### src/rtl/riscv_wb_arbiter_if.sv
// Bundle of the arbiter's requester, issue, decode and register-file port signals.
// The slave side is the arbiter; the master side is whatever drives the pipeline.
interface riscv_wb_arbiter_if;
  logic        a_valid_in;
  logic [4:0]  a_rd_in;
  logic [31:0] a_data_in;
  logic        a_ready_out;

  logic        b_valid_in;
  logic [4:0]  b_rd_in;
  logic [31:0] b_data_in;
  logic        b_ready_out;

  logic        issue_valid_in;
  logic [4:0]  issue_rd_in;

  logic [4:0]  ra_in;
  logic [4:0]  rb_in;
  logic        hazard_out;

  logic [31:0] pending_out;
  logic [5:0]  pending_count_out;

  logic        write_enable_out;
  logic [4:0]  rd_out;
  logic [31:0] wd_out;

  modport slave (
    input  a_valid_in, a_rd_in, a_data_in,
    output a_ready_out,
    input  b_valid_in, b_rd_in, b_data_in,
    output b_ready_out,
    input  issue_valid_in, issue_rd_in,
    input  ra_in, rb_in,
    output hazard_out,
    output pending_out, pending_count_out,
    output write_enable_out, rd_out, wd_out
  );

  modport master (
    output a_valid_in, a_rd_in, a_data_in,
    input  a_ready_out,
    output b_valid_in, b_rd_in, b_data_in,
    input  b_ready_out,
    output issue_valid_in, issue_rd_in,
    output ra_in, rb_in,
    input  hazard_out,
    input  pending_out, pending_count_out,
    input  write_enable_out, rd_out, wd_out
  );
endinterface

### src/rtl/riscv_wb_arbiter.sv
// Writeback arbiter: round-robin between an ALU (A) and a long-latency unit (B)
// onto one register-file write port, plus a pending-register scoreboard for decode.
module riscv_wb_arbiter (
  input  logic               clk_in,
  input  logic               rst_in,
  riscv_wb_arbiter_if.slave  bus
);

  localparam logic [0:0] GRANT_A = 1'b0;
  localparam logic [0:0] GRANT_B = 1'b1;

  function automatic logic [5:0] popcount32(input logic [31:0] v);
    logic [5:0] n;
    n = 6'd0;
    for (int i = 0; i < 32; i++) begin
      n = n + {5'd0, v[i]};
    end
    return n;
  endfunction

  logic [0:0]  last_grant_q, last_grant_d;
  logic [31:0] pending_q, pending_d;
  logic [5:0]  count_q, count_d;
  logic        we_q, we_d;
  logic [4:0]  rd_q, rd_d;
  logic [31:0] wd_q, wd_d;

  logic        a_grant_s;
  logic        b_grant_s;
  logic        ra_pend_s;
  logic        rb_pend_s;

  // Grant selection; a grant is only ever given to a valid requester, so grant == transfer.
  always_comb begin
    a_grant_s = 1'b0;
    b_grant_s = 1'b0;
    if (rst_in) begin
      a_grant_s = 1'b0;
      b_grant_s = 1'b0;
    end else if (bus.a_valid_in && bus.b_valid_in) begin
      if (last_grant_q == GRANT_B) begin
        a_grant_s = 1'b1;
      end else begin
        b_grant_s = 1'b1;
      end
    end else if (bus.a_valid_in) begin
      a_grant_s = 1'b1;
    end else if (bus.b_valid_in) begin
      b_grant_s = 1'b1;
    end else begin
      a_grant_s = 1'b0;
      b_grant_s = 1'b0;
    end
  end

  // Register-file port next state; rd/wd only move on an actual write so they hold otherwise.
  always_comb begin
    last_grant_d = last_grant_q;
    we_d         = 1'b0;
    rd_d         = rd_q;
    wd_d         = wd_q;
    if (a_grant_s) begin
      last_grant_d = GRANT_A;
      if (bus.a_rd_in != 5'd0) begin
        we_d = 1'b1;
        rd_d = bus.a_rd_in;
        wd_d = bus.a_data_in;
      end else begin
        we_d = 1'b0;
      end
    end else if (b_grant_s) begin
      last_grant_d = GRANT_B;
      if (bus.b_rd_in != 5'd0) begin
        we_d = 1'b1;
        rd_d = bus.b_rd_in;
        wd_d = bus.b_data_in;
      end else begin
        we_d = 1'b0;
      end
    end else begin
      we_d = 1'b0;
    end
  end

  // Scoreboard next state: clear on B writeback first so a same-cycle issue re-sets the bit.
  always_comb begin
    pending_d = pending_q;
    if (b_grant_s) begin
      pending_d[bus.b_rd_in] = 1'b0;
    end else begin
      pending_d = pending_q;
    end
    if (!rst_in && bus.issue_valid_in) begin
      pending_d[bus.issue_rd_in] = 1'b1;
    end else begin
      pending_d[0] = 1'b0;
    end
    pending_d[0] = 1'b0;
    count_d      = popcount32(pending_d);
  end

  // Decode hazard looks only at the registered scoreboard.
  always_comb begin
    ra_pend_s = (bus.ra_in != 5'd0) && pending_q[bus.ra_in];
    rb_pend_s = (bus.rb_in != 5'd0) && pending_q[bus.rb_in];
  end

  // State registers with synchronous reset; last_grant resets to B so A wins first contention.
  always_ff @(posedge clk_in) begin
    if (rst_in) begin
      last_grant_q <= GRANT_B;
      pending_q    <= 32'd0;
      count_q      <= 6'd0;
      we_q         <= 1'b0;
      rd_q         <= 5'd0;
      wd_q         <= 32'd0;
    end else begin
      last_grant_q <= last_grant_d;
      pending_q    <= pending_d;
      count_q      <= count_d;
      we_q         <= we_d;
      rd_q         <= rd_d;
      wd_q         <= wd_d;
    end
  end

  assign bus.a_ready_out       = a_grant_s;
  assign bus.b_ready_out       = b_grant_s;
  assign bus.hazard_out        = ra_pend_s | rb_pend_s;
  assign bus.pending_out       = pending_q;
  assign bus.pending_count_out = count_q;
  assign bus.write_enable_out  = we_q;
  assign bus.rd_out            = rd_q;
  assign bus.wd_out            = wd_q;

endmodule

### src/flat_wrapper.sv
// flat-port wrapper written by rule: the top's interface ports become plain ports
module riscv_wb_arbiter_flat 
  (clk_in, rst_in, bus_a_valid_in, bus_a_rd_in, bus_a_data_in, bus_a_ready_out, bus_b_valid_in, bus_b_rd_in, bus_b_data_in, bus_b_ready_out, bus_issue_valid_in, bus_issue_rd_in, bus_ra_in, bus_rb_in, bus_hazard_out, bus_pending_out, bus_pending_count_out, bus_write_enable_out, bus_rd_out, bus_wd_out);
  riscv_wb_arbiter_if bus_i ();
  input  logic clk_in;
  input  logic rst_in;
  input wire logic [$bits(bus_i.a_valid_in)-1:0] bus_a_valid_in;
  input wire logic [$bits(bus_i.a_rd_in)-1:0] bus_a_rd_in;
  input wire logic [$bits(bus_i.a_data_in)-1:0] bus_a_data_in;
  output wire logic [$bits(bus_i.a_ready_out)-1:0] bus_a_ready_out;
  input wire logic [$bits(bus_i.b_valid_in)-1:0] bus_b_valid_in;
  input wire logic [$bits(bus_i.b_rd_in)-1:0] bus_b_rd_in;
  input wire logic [$bits(bus_i.b_data_in)-1:0] bus_b_data_in;
  output wire logic [$bits(bus_i.b_ready_out)-1:0] bus_b_ready_out;
  input wire logic [$bits(bus_i.issue_valid_in)-1:0] bus_issue_valid_in;
  input wire logic [$bits(bus_i.issue_rd_in)-1:0] bus_issue_rd_in;
  input wire logic [$bits(bus_i.ra_in)-1:0] bus_ra_in;
  input wire logic [$bits(bus_i.rb_in)-1:0] bus_rb_in;
  output wire logic [$bits(bus_i.hazard_out)-1:0] bus_hazard_out;
  output wire logic [$bits(bus_i.pending_out)-1:0] bus_pending_out;
  output wire logic [$bits(bus_i.pending_count_out)-1:0] bus_pending_count_out;
  output wire logic [$bits(bus_i.write_enable_out)-1:0] bus_write_enable_out;
  output wire logic [$bits(bus_i.rd_out)-1:0] bus_rd_out;
  output wire logic [$bits(bus_i.wd_out)-1:0] bus_wd_out;
  assign bus_i.a_valid_in = bus_a_valid_in;
  assign bus_i.a_rd_in = bus_a_rd_in;
  assign bus_i.a_data_in = bus_a_data_in;
  assign bus_a_ready_out = bus_i.a_ready_out;
  assign bus_i.b_valid_in = bus_b_valid_in;
  assign bus_i.b_rd_in = bus_b_rd_in;
  assign bus_i.b_data_in = bus_b_data_in;
  assign bus_b_ready_out = bus_i.b_ready_out;
  assign bus_i.issue_valid_in = bus_issue_valid_in;
  assign bus_i.issue_rd_in = bus_issue_rd_in;
  assign bus_i.ra_in = bus_ra_in;
  assign bus_i.rb_in = bus_rb_in;
  assign bus_hazard_out = bus_i.hazard_out;
  assign bus_pending_out = bus_i.pending_out;
  assign bus_pending_count_out = bus_i.pending_count_out;
  assign bus_write_enable_out = bus_i.write_enable_out;
  assign bus_rd_out = bus_i.rd_out;
  assign bus_wd_out = bus_i.wd_out;
  riscv_wb_arbiter u_core (.clk_in(clk_in), .rst_in(rst_in), .bus(bus_i));
endmodule
### config.mk
export PLATFORM = sky130hd
export DESIGN_NAME = riscv_wb_arbiter_flat
export DESIGN_NICKNAME = d
export VERILOG_FILES = /design/src/rtl/riscv_wb_arbiter_if.sv /design/src/rtl/riscv_wb_arbiter.sv /design/src/flat_wrapper.sv
export SDC_FILE = /design/constraint.sdc
export NUM_CORES = 1
export LEC_CHECK = 0
export CAP_MARGIN = 20
export CORE_MARGIN = 3
export CORE_UTILIZATION = 46
export CTS_CLUSTER_SIZE = 30
export DETAILED_ROUTE_END_ITERATION = 8
export MAX_ROUTING_LAYER = met4
export PLACE_DENSITY = 0.84
export SETUP_SLACK_MARGIN = 0.15
export SYNTH_ARGS = -nofsm -noshare
export SYNTH_HDL_FRONTEND = slang
export SYNTH_SLANG_ARGS = --single-unit
### constraint.sdc
create_clock -name clk_in -period 8.58 [get_ports clk_in]
set_input_delay 2.145 -clock clk_in [delete_from_list [all_inputs] [get_ports clk_in]]
set_output_delay 2.145 -clock clk_in [all_outputs]
set_load 0.01 [all_outputs]
---- Word-level counts from Yosys, hierarchy flattened ----
Cells that the tools add are included.
cells by class
  equal/unequal tests ..................... 1
  bitwise operators ....................... 4
  reduce and logical (&&, ||, !) cells .... 14
  magnitude comparators ................... 6
  add/subtract/negate cells ............... 30
  multiplexer cells ....................... 33
operators with widths
  kind                                                                                 number
  6-bit by 1-bit adder with 6-bit output                                               29
  32-bit two-way mux                                                                   5
  32-bit bitwise AND                                                                   1
  32-bit NOT                                                                           1
  32-bit bitwise OR                                                                    1
  31-bit two-way mux                                                                   1
  5-bit by 6-bit < comparator with 1-bit output, second input constant                 4
  5-bit two-way mux                                                                    4
  5-bit nonzero test                                                                   4
  1-bit two-way mux                                                                    19
  1-bit binary-select mux with 5-bit select                                            2
  1-bit demux with 5-bit select                                                        2
  5-bit by 1-bit greater-or-equal comparator with 1-bit output, second input constant  2
  1-bit logical AND                                                                    6
  2-bit nonzero test                                                                   2
  3-bit AND reduction                                                                  1
  1-bit by 1-bit adder with 2-bit output                                               1
  2-bit by 1-bit != test with 1-bit output, second input constant                      1
  1-bit logical NOT                                                                    1
  1-bit bitwise OR                                                                     1
storage, ports and cells
  bits of input ports ..................... 94
  register bits after elaboration ......... 77
  logic and storage cells ................. 95
  output and inout port bits .............. 79

---- Logic depth before layout (Yosys ltp) ----
  depth after elaboration ................. 39
  mapped depth ............................ 25
  depth with buffers taken out ............ 23

---- Least setup slack after synthesis ----
OpenSTA, ideal clock, no wires.
  path type ............................... input-to-reg
  start point ............................. input bus_a_valid_in
  end point ............................... register u_core.count_q[4], in the netlist u_core.bus.pending_count_out[4]
  path buffers ............................ 1
  setup slack ............................. 0.896 ns
  cell stages on the path ................. 24
  arrival ................................. 7.556 ns
  cell sequence ........................... and2_1 -> buf_2 -> nor4b_4 -> nand2_1 -> a22o_1 -> ha_1 -> fa_1 -> fa_1 -> inv_1 -> fa_1 -> inv_1 -> fa_1 -> fa_1 -> inv_1 -> fa_1 -> inv_1 -> ha_1 -> inv_1 -> fa_1 -> inv_1 -> a21o_1 -> a21oi_1 -> xor2_1 -> nor2_1
between the ends
  cells in the longest elaborated chain, start to end .. 36
ends and longest elaborated chain
  element                                                   RTL line                                        source
  start: declaration                                        flat_wrapper.sv:7                               input wire logic [$bits(bus_i.a_valid_in)-1:0] bus_a_valid_in;
  1-bit two-way mux or 1-bit logical AND (tied branches)    riscv_wb_arbiter.sv:46, riscv_wb_arbiter.sv:40
  1-bit two-way mux (*)                                     riscv_wb_arbiter.sv:40                          end else if (bus.a_valid_in && bus.b_valid_in) begin
  1-bit two-way mux (*)                                     riscv_wb_arbiter.sv:37                          if (rst_in) begin
  32-bit two-way mux (*)                                    riscv_wb_arbiter.sv:88                          if (b_grant_s) begin
  32-bit bitwise OR (no line)                               --
  31-bit two-way mux (*)                                    riscv_wb_arbiter.sv:93                          if (!rst_in && bus.issue_valid_in) begin
  via u_core.pending_d[2]                                   riscv_wb_arbiter.sv:22                          logic [31:0] pending_q, pending_d;
  1-bit by 1-bit adder with 2-bit output (*)                riscv_wb_arbiter.sv:16                          n = n + {5'd0, v[i]};
  6-bit by 1-bit adder with 6-bit output (*) (29 in a row)  riscv_wb_arbiter.sv:16
  end signal: assignment                                    riscv_wb_arbiter.sv:120                         count_q <= count_d;
  end: declaration                                          riscv_wb_arbiter.sv:23                          logic [5:0] count_q, count_d;
The timed path passes the listed nets; every way through them passes the cells marked *.
A chain may end at the register's enable or synchronous reset.

---- Final worst setup path ----
  start point ............................. input bus_b_rd_in[3]
  end point ............................... register u_core.count_q[4], in the netlist u_core.bus.pending_count_out[4]
between the ends
  cells in the longest elaborated chain, start to end .. 39
ends and longest elaborated chain
  element                                                                                                                                              RTL line                source
  start: declaration                                                                                                                                   flat_wrapper.sv:12      input wire logic [$bits(bus_i.b_rd_in)-1:0] bus_b_rd_in;
  5-bit by 6-bit < comparator with 1-bit output (not written as such) or 5-bit by 1-bit greater-or-equal comparator with 1-bit output (tied branches)  riscv_wb_arbiter.sv:89  pending_d[bus.b_rd_in] = 1'b0;
  1-bit logical AND (not written as such)                                                                                                              riscv_wb_arbiter.sv:89
  1-bit two-way mux (not written as such)                                                                                                              riscv_wb_arbiter.sv:89
  1-bit demux with 5-bit select (*)                                                                                                                    --
  32-bit NOT (no line) (*)                                                                                                                             --
  32-bit bitwise AND (no line) (*)                                                                                                                     --
  32-bit two-way mux (*)                                                                                                                               riscv_wb_arbiter.sv:88
  32-bit bitwise OR (no line)                                                                                                                          --
  31-bit two-way mux (*)                                                                                                                               riscv_wb_arbiter.sv:93
  via u_core.pending_d[1]                                                                                                                              riscv_wb_arbiter.sv:22
  1-bit by 1-bit adder with 2-bit output (*)                                                                                                           riscv_wb_arbiter.sv:16
  6-bit by 1-bit adder with 6-bit output (*) (29 in a row)                                                                                             riscv_wb_arbiter.sv:16
Marked as above.

==> PnR_summary.wiki <==
{| class="wikitable"
! Metric !! Value
|-
| Most used flip-flop cell after synthesis || dfxtp_1
|-
| Post-DRT Antenna Nets || 0
|-
| Share of the clock period used by the worst path || 92.0%
|-
| Most frequent cell on the critical path || fa_1
|-
| Fraction of synthesized cell area taken by the top area cell type || 31.7%
|-
| Reported max-cap violation count || 0
|-
| CTS clock-pin slew for the worst setup and hold paths || 0.09 ns
|-
| Fin crit period || 7.90 ns
|-
| Critical path buffers and inverters || 7
|-
| Wire length per cell after detailed routing || 18.7 microns
|-
| Syn nets || 612
|-
| Worst R2R Path Depth || 23
|-
| Final HPWL DP || 11.5 mm
|-
| Top post-synthesis cells by area || dfxtp_1 32%, mux2i_1 10%, fa_1 9.6%
|-
| Synth unique cells || 47
|-
| Overall routing resource usage || 26.0%
|-
| Max Buffers Root-to-Sink || 2
|-
| CTS sink count || 76
|-
| Slowest CP cell || clkdlybuf4s50_1
|-
| Maximum number of pins on one net before global-route repair || 76
|-
| Post-layout nets || 772
|-
| Most frequent cell after synthesis || dfxtp_1
|-
| Buffers inserted during post-CTS setup optimization || 0
|-
| Total number of vias || 4345
|-
| Post-Synthesis Mean Instance Area || 9.88 sq um
|-
| Wire length of the first global-routing pass || 23.0 mm
|-
| Endpoint of the worst register-to-register path || u_core.bus.pending_count_out[4]
|-
| Die Footprint || 11700 sq um
|-
| Die Width || 108 microns
|-
| Port Buffers || 171
|-
| Number of instances in the synthesized netlist || 486
|-
| Maximum fanout along the worst path || 9
|-
| Top cells by count, synth || 76 x dfxtp_1, 62 x nor2_1, 48 x mux2i_1
|-
| Clock latency reported for the late side of the worst-skew pair || 0.37 ns
|-
| CTS H-tree depth || 3
|-
| Kind of end point of the critical path || flop
|-
| Highest attainable clock frequency || 0.127 GHz
|-
| Capture endpoint of the worst hold path || u_core.bus.wd_out[31]
|-
| R2R setup slack || 2.60 ns
|-
| Critical Path Max Stage Delay || 0.62 ns
|-
| Final Hold Vio Count || 0
|-
| Worst path top cell family by delay || adder cells
|-
| Number of design-rule violations left by the first detailed-router iteration || 193
|-
| CP required || 8.82 ns
|-
| Quantity of hold-fixing buffers added after cts || 0
|-
| Core area || 9950 sq um
|-
| TritonCTS clock tree || done
|-
| Largest area contributor in the synthesized netlist || dfxtp_1
|-
| Worst clock skew on the final layout || 0.00812 ns
|-
| Leakage power total || 2.66 nW
|-
| Final weighted congestion in routability-driven placement || 0.913
|-
| Crit Path Category || primary input to flop
|-
| Die Span Y || 108 microns
|-
| Finish-stage setup viols || 0
|-
| Via count normalized by instance count || 5.54
|-
| Std-Cell Rows || 36
|-
| Fraction of layout cells with a size suffix above 1 || 11.1%
|-
| # resized after CTS || 0
|-
| Clock tree root driver cell || clkbuf_8
|-
| Source of the worst register-to-register timing path || u_core.last_grant_q
|-
| Post-synthesis async set-or-reset flop share || 0%
|-
| Routed wire length || 14.6 mm
|-
| Startpoint of the lowest-slack hold path || u_core.bus.wd_out[31]
|-
| Class of the tightest hold or removal check || flop to flop
|-
| Power density over the cells || 136 nW/um^2
|-
| DR DRC count || 0
|-
| Layout overhead on the synthesized area || 41.6%
|-
| Antenna violations before repair || 0
|-
| IR drop worst, VDD || 0.0000979 V
|-
| Final sum of negative setup slack || 0 ns
|-
| Unrepaired setup endpoints after global routing || no
|-
| Mapped Area || 4800 sq um
|-
| Number of top-level design ports || 173
|-
| Placed insts || 768
|-
| Number of pins exceeding their max-slew limit in the final report || 0
|-
| Hold path depth || 2
|-
| Critical path data arrival time || 8.14 ns
|-
| Final Non-Filler Cells || 784
|-
| Worst slew margin relative to its limit || 44.3%
|-
| First-pass DRT Iterations || 5
|-
| Sum of overflow across all layers after global routing || 0
|-
| Cts bufs inserted || 9
|-
| Starting density of the core || 48.2%
|-
| Kind of start point of the critical path || primary input
|-
| Number of antenna repair diodes || 0
|-
| Cell breakdown of the critical path || clkdlybuf4s50_1 -> nor3_2 -> nand2_1 -> a22o_1 -> ha_1 -> fa_1 -> fa_1 -> inv_1 -> fa_1 -> inv_1 -> fa_1 -> fa_1 -> inv_1 -> fa_1 -> inv_1 -> ha_1 -> inv_1 -> fa_1 -> inv_1 -> a21o_1 -> a21oi_1 -> xor2_1 -> nor2_1
|-
| Number of global-route vias before repair || 4392
|-
| Syn. warnings || 0
|-
| Number of flops mapped to enable cells by yosys || 0
|-
| Proportion of synthesized chip area in sequential cells || 31.7%
|-
| Worst slew pin tran || 0.835 ns
|-
| Outcome || complete, no violations
|-
| Synth Register Bits || 76
|}
[layout make-up]
cell class,count,area [sq um]
Multi-Input combinational cell,346,2970
Clock buffer,10,138
Tap cell,133,166
Clock inverter,6,93.8
Inverter,32,120
Timing Repair Buffer,181,1780
Fill cell,784,3160
Sequential cell,76,1520
[registers in the layout (all words and copies together) (netlist names)]
register,flops
u_core.last_grant_q,1
u_core.bus.pending_count_out,6
u_core.bus.pending_out,31
u_core.bus.wd_out,32
u_core.bus.write_enable_out,1
u_core.bus.rd_out,5
[kinds of logic (layout without fill, tap and decap cells)]
kind of cell             Yosys count  count (layout)  synth area share, %
AO/OA/AOI/OAI                     90              90                 17.5
XOR/XNOR                           2               2                0.365
adder cells (fa/ha/maj)           32              32                 11.9
buffers and inverters             64             229                 6.49
flip-flops                        76              76                 31.7
multiplexers                      58              58                 14.5
other                              1               1               0.0781
AND/OR/NAND/NOR                  163             163                 17.3
[worst register-to-register path, cell delays in order, from the launching register on]
cell      delay [ns]
dfxtp_1         0.33
and2_1          0.24
nor4bb_1        0.37
buf_4           0.25
nand2_1         0.07
a22o_1          0.24
fa_1            0.54
inv_1           0.06
fa_1            0.50
fa_1            0.51
inv_1           0.06
fa_1            0.48
fa_1            0.53
inv_1           0.06
fa_1            0.50
inv_1           0.05
ha_1            0.21
inv_1           0.08
fa_1            0.21
inv_1           0.05
a21o_1          0.16
a21oi_1         0.17
xor2_1          0.16
nor2_1          0.05
[routing by layer]
metal | track usage [%] | share of wire [%]
met5 | - | 0
met1 | 31.1 | 40
met3 | 5.49 | 10
met4 | 10.2 | 2.4
met2 | 43.1 | 48
[placed cells by master, fill, tap and decap left out, types with 2 or more instances in the layout]
| master | count |
|---|---|
| a211oi_2 | 29 |
| nor3b_1 | 8 |
| xor2_1 | 2 |
| inv_6 | 2 |
| nor4b_4 | 2 |
| dfxtp_1 | 76 |
| nor2_1 | 62 |
| and3b_1 | 4 |
| nor3_1 | 4 |
| fa_1 | 23 |
| inv_1 | 32 |
| mux2i_1 | 48 |
| clkbuf_8 | 10 |
| nand2_1 | 45 |
| ha_1 | 9 |
| bufinv_16 | 2 |
| and3_1 | 3 |
| mux4_2 | 8 |
| a211oi_1 | 9 |
| a21o_1 | 3 |
| buf_4 | 10 |
| a22oi_1 | 16 |
| nor2b_1 | 25 |
| a21oi_1 | 4 |
| clkdlybuf4s50_1 | 170 |
| o2111ai_1 | 4 |
| a22o_1 | 17 |
[power breakdown]
part           internal, mW  switching [mW]
clock network         0.174           0.146
logic                 0.118           0.105
registers             0.373          0.0105
[stage by stage]
stage          power, mW  instance area (sq um)  util, %  hold WS [ns]  setup WS [ns]
2_1_floorplan      0.506                   4800        -         0.451          0.896
3_3_place_gp       0.608                   6560     65.9         0.462          0.468
3_5_place_dp       0.614                   6560     65.9         0.484          0.335
4_1_cts            0.935                   6800     68.3         0.504          0.702
5_1_grt            0.966                   6800     68.3         0.527          0.446
6_report           0.925                   6800     68.3         0.502          0.684
[how the worst max path moves through the flow]
stage | to | slack [ns] | depth (start not counted) | startpoint
5_1_grt | u_core.bus.pending_count_out[4] | 0.45 | 22 | bus_b_rd_in[2]
4_1_cts | u_core.bus.pending_count_out[4] | 0.70 | 23 | bus_b_rd_in[3]
2_1_floorplan | u_core.bus.pending_count_out[4] | 0.90 | 24 | bus_a_valid_in
3_5_place_dp | u_core.bus.pending_count_out[4] | 0.33 | 23 | bus_b_rd_in[3]
3_3_place_gp | u_core.bus.pending_count_out[4] | 0.47 | 24 | bus_a_valid_in
6_report | u_core.bus.pending_count_out[4] | 0.68 | 23 | bus_b_rd_in[3]
Note: power is estimated with default switching activity, not from simulation.
